--- config.mk ---
export PLATFORM = sky130hd
export DESIGN_NAME = shift_arbiter
export DESIGN_NICKNAME = d
export VERILOG_FILES = /design/src/rtl/shift_arbiter.sv
export SDC_FILE = /design/constraint.sdc
export NUM_CORES = 1
export LEC_CHECK = 0
export ABC_CLOCK_PERIOD_IN_PS = 5450
export CAP_MARGIN = 0
export CORE_ASPECT_RATIO = 2
export CORE_MARGIN = 2
export CORE_UTILIZATION = 60
export DETAILED_ROUTE_END_ITERATION = 10
export PLACE_DENSITY = 0.85
export SETUP_SLACK_MARGIN = 0.5
export SLEW_MARGIN = 20
export SYNTH_ARGS = -nofsm -noshare
export SYNTH_HDL_FRONTEND = slang
export SYNTH_SLANG_ARGS = --single-unit
--- constraint.sdc ---
create_clock -name clk -period 5.45 [get_ports clk]
set_input_delay 0.8175 -clock clk [delete_from_list [all_inputs] [get_ports clk]]
set_output_delay 0.8175 -clock clk [all_outputs]
set_load 0.05 [all_outputs]
--- src/rtl/shift_arbiter.sv ---
// Round-robin arbiter sharing one 16-bit SLL/SRA/ROR shifter between two requesters.
// The result of the accepted request is registered and returned one cycle later.
module shift_arbiter (
    input  logic        clk,
    input  logic        rst_n,
    input  logic        en,
    input  logic        req0_valid,
    input  logic [1:0]  req0_mode,
    input  logic [15:0] req0_data,
    input  logic [3:0]  req0_amt,
    output logic        req0_ready,
    input  logic        req1_valid,
    input  logic [1:0]  req1_mode,
    input  logic [15:0] req1_data,
    input  logic [3:0]  req1_amt,
    output logic        req1_ready,
    output logic        rsp0_valid,
    output logic        rsp1_valid,
    output logic [15:0] rsp_data,
    output logic        rsp_err
);

    typedef enum logic [1:0] {
        MODE_SLL = 2'b00,
        MODE_SRA = 2'b01,
        MODE_ROR = 2'b10,
        MODE_RSV = 2'b11
    } mode_e;

    logic        r_prio;
    logic        r_rsp0_valid;
    logic        r_rsp1_valid;
    logic [15:0] r_rsp_data;
    logic        r_rsp_err;

    logic        w_gnt0;
    logic        w_gnt1;
    logic        w_any_gnt;
    mode_e       w_mode;
    logic [15:0] w_data;
    logic [3:0]  w_amt;
    logic [31:0] w_rot;
    logic [15:0] w_result;

    // Readies are gated by rst_n so nothing is accepted while reset is held.
    assign w_gnt0    = rst_n & en & req0_valid & (~req1_valid | ~r_prio);
    assign w_gnt1    = rst_n & en & req1_valid & (~req0_valid |  r_prio);
    assign w_any_gnt = w_gnt0 | w_gnt1;

    assign w_mode = mode_e'(w_gnt1 ? req1_mode : req0_mode);
    assign w_data = w_gnt1 ? req1_data : req0_data;
    assign w_amt  = w_gnt1 ? req1_amt  : req0_amt;
    assign w_rot  = {w_data, w_data} >> w_amt;

    always_comb begin
        // NOTE: default assignment first so no path through the case leaves w_result unassigned (no latch).
        w_result = 16'h0000;
        case (w_mode)
            MODE_SLL: w_result = w_data << w_amt;
            MODE_SRA: w_result = 16'($signed(w_data) >>> w_amt);
            MODE_ROR: w_result = w_rot[15:0];
            default:  w_result = 16'h0000;
        endcase
    end

    always_ff @(posedge clk or negedge rst_n) begin
        if (!rst_n) begin
            r_prio       <= 1'b0;
            r_rsp0_valid <= 1'b0;
            r_rsp1_valid <= 1'b0;
            r_rsp_data   <= 16'h0000;
            r_rsp_err    <= 1'b0;
        end else begin
            // NOTE: non-blocking assignments so every register samples pre-edge values.
            r_rsp0_valid <= w_gnt0;
            r_rsp1_valid <= w_gnt1;
            r_rsp_err    <= w_any_gnt & (w_mode == MODE_RSV);
            if (w_any_gnt) begin
                r_rsp_data <= w_result;
                r_prio     <= w_gnt0;
            end
        end
    end

    assign req0_ready = w_gnt0;
    assign req1_ready = w_gnt1;
    assign rsp0_valid = r_rsp0_valid;
    assign rsp1_valid = r_rsp1_valid;
    assign rsp_data   = r_rsp_data;
    assign rsp_err    = r_rsp_err;

endmodule
==> key figures <==
Status
  • Status: finished, final reports clean

Worst setup path
  • Worst EP required: 4.63 ns
  • CP Capture Type: output port
  • Cell repeated most along the worst path: clkdlybuf4s50_1
  • Crit path cell chain: clkdlybuf4s50_1, buf_4, and3_1, nand2_8, inv_2, clkdlybuf4s50_1
  • Critical path class: in -> out
  • R2r endpoint: rsp_data[9]
  • Worst r2r src: r_prio
  • Worst path arrival time: 3.42 ns
  • Critical path's slowest cell: clkdlybuf4s50_1
  • Reg2reg path depth: 9
  • CP Max Fanout: 40
  • FF-to-FF setup slack: 2.63 ns
  • CP peak stage delay: 0.80 ns
  • Top cell family by delay on the critical path: buffers and inverters
  • Critical Path Start Type: primary input
  • CP Buf/Inv Count: 4

Floorplan
  • Core Area: 7490 um2
  • Initial Util: 61.1%
  • Die area: 8390 um2
  • Die height: 128 um
  • # rows: 45
  • I/O pin count: 70
  • Chip width: 65.8 um

GRT
  • Total global-route track usage: 43.3%
  • Global routing's busiest layer: met2
  • GR Overflow Total: 0
  • Met3 GRT Util: 7.13%
  • M1 GR Usage: 53.7%
  • Met2 Use GR: 67.1%
  • Initial antenna violation count: 0
  • Vias in the first global route: 4793
  • First-pass GRT wire length: 27300 um
  • Maximum number of pins on one net before global-route repair: 46

Finish
  • # diodes: 0
  • Nets@finish: 629
  • Share of cells above drive strength 1: 15.6%
  • Fillers: 629
  • Utilization after layout: 69.3%
  • Area growth, synth to finish: 13.4%

Power
  • Post-layout total power: 0.924 mW
  • Combinational share of power: 64.0%
  • Internal Power: 0.493 mW
  • Sw frac: 46.7%
  • Sw Pwr: 0.432 mW
  • VDD IR max: 0.215 mV
  • Pwr dens: 178 nW/um2
  • Sequential share of power: 20.2%
  • Lkg Pwr: 1.95 nW
  • Clock power frac: 15.8%

STA
  • Fin Hold WS: 0.496 ns
  • Pins over their slew limit: 0
  • Tmin final: 4.24 ns
  • Endpoints failing hold: 0
  • Final period util: 77.8%
  • Final setup TNS: 0 ns
  • Final worst slack: 1.21 ns
  • RSZ-0062 raised after global routing: false
  • # setup viols final: 0
  • Slew at the pin closest to its max-slew limit: 1.02 ns
  • Maximum clock frequency: 0.236 GHz
  • Max-slew headroom: 31.9%
  • Setup Skew: 0.00337 ns

CTS
  • Post-CTS setup buffers: 0
  • CTS H-tree depth: 1
  • Hold-fix buffers, CTS: 0
  • Clk_lat worst skew: 0.25 ns
  • CTS Root Cell: clkbuf_16
  • TritonCTS Sinks: 20
  • Post-CTS resize count: 0
  • CTS buffer count: 3
  • CTS tree: built
  • CTS max path bufs: 2
  • Reg clk slew, reported paths: 0.05 ns

Route
  • Iteration-0 DRC count of the detailed router: 972
  • Number of vias per cell: 7.84
  • Wire length per cell after detailed routing: 27.1 um
  • ANT nets after route: 0
  • # DRC: 0
  • DRT Pass-1 Iters: 8
  • Vias: 5269
  • Final wirelength: 18200 um

Logic synthesis
  • Synth Flop Type: dfrtp_1
  • Mapped cell area: 4580 um2
  • EDFF count, synth: 0
  • Syn Area/Cell: 8.44 um2
  • Seq cells post-synth: 20
  • Distinct cells, synth: 81
  • Seq/Total Area, Yosys: 10.9%
  • Gate Count Post-Synth: 542
  • Yosys warns: 0
  • Post-Synthesis Net Count: 591
  • Asr flop ratio synth: 100%

Min path
  • Worst hold stages: 2
  • Hold Crit Class: reg -> reg
  • Hold Path End: rsp_data[0]
  • Hold path start: rsp_data[0]

Placed design
  • GP Congestion: 1.15
  • IO Port Bufs: 69
  • Worst slack, placed: 1.21 ns
  • DPL Wire Length: 13600 um

Run
  • MaxCap Viol Count: 0
==> stage by stage <==
stage          cells  area, um2
2_1_floorplan    542       4580
3_3_place_gp     669       5120
3_5_place_dp     669       5120
4_1_cts          672       5190
5_1_grt          672       5190
6_report         672       5190
==> layout make-up <==
cell class	instances	area [um2]	share of cell area, %
multi-input combinational	470	3730	71.9
timing repair buffer	77	736	14.2
sequential	20	500	9.64
tap	94	118	2.27
clock buffer	3	75.1	1.45
inverter	8	30.0	0.578
==> sequential cells by signal (all words and copies together), names as in the netlist <==
register and count:
r_prio 1, rsp1_valid 1, rsp_err 1, rsp0_valid 1, rsp_data 16
==> routing by layer <==
layer	up-vias	part of all wire [%]
met2	464	46
met4	0	9.6
li1	2242	-
met1	2445	34
met3	118	11
met5	-	0
==> worst max path at each step <==
stage	end	start	slack, ns	cells after the start
2_1_floorplan	req1_ready	req1_valid	2.91	7
3_3_place_gp	rsp_data[9]	rst_n	1.30	11
3_5_place_dp	rsp_data[9]	rst_n	1.21	11
4_1_cts	req1_ready	rst_n	1.24	6
5_1_grt	req1_ready	rst_n	1.12	6
6_report	req1_ready	rst_n	1.21	6
==> kinds of logic (layout without fill, tap and decap cells) <==
logic type             count (synthesis)  in the layout  share of synthesized area [%]
AND/OR/NAND/NOR                      187            187                           21.0
AO/OA/AOI/OAI                        176            176                           27.4
multiplexers                         107            107                           33.2
buffers and inverters                 52             88                           7.52
flip-flops                            20             20                           10.9
==> synth_stat cells (4+ instances only) <==
cell	count	share of area (%)
a211oi_1	10	1.6
a21o_1	6	0.98
a21oi_1	29	3.2
a221o_1	6	1.3
a22o_1	4	0.77
a31oi_1	10	1.4
and3_1	7	0.96
buf_2	17	1.9
buf_4	11	1.8
buf_6	10	2.5
clkbuf_1	4	0.33
dfrtp_1	20	11
inv_2	4	0.33
mux2_2	21	5.2
mux2i_1	50	11
mux4_2	33	16
nand2_1	45	3.7
nand2b_1	10	1.4
nand3_1	22	2.4
nand4_1	9	1.2
nor2_1	47	3.9
nor2b_1	4	0.55
nor3_1	19	2.1
o211ai_1	8	1.3
o21ai_0	27	3.0
o21ai_1	13	1.4
o31ai_1	4	0.66
or3_1	4	0.55
==> cell usage in the layout (no fill, tap or decap), drive strengths merged, types with 11 or more instances in the layout <==
master / n
nor3: 20
dfrtp: 20
nand2: 47
mux2i: 50
mux2: 24
o21ai: 42
buf: 11
mux4: 33
nand3: 24
nor2: 48
nand2b: 11
a21oi: 30
clkdlybuf4s50: 66
==> worst register-to-register path, stage by stage (launching register included) <==
cell      delay [ns]
dfrtp_1         0.45
nand2b_4        0.29
nand2_8         0.22
inv_2           0.15
buf_4           0.39
nor2_1          0.23
a221oi_1        0.47
mux2_2          0.24
nand2_1         0.06
a41oi_1         0.23
==> power groups by stage <==
| stage | clock (mW) | sequential (mW) | combinational [mW] |
|---|---|---|---|
| detailed placement | 0 | 0.189 | 0.570 |
| CTS | 0.146 | 0.186 | 0.573 |
| finish | 0.146 | 0.186 | 0.592 |
| global placement | 0 | 0.188 | 0.566 |
| floorplan | 0 | 0.259 | 0.313 |
| global route | 0.152 | 0.189 | 0.614 |
No activity file was read; power rests on OpenSTA's default activity.
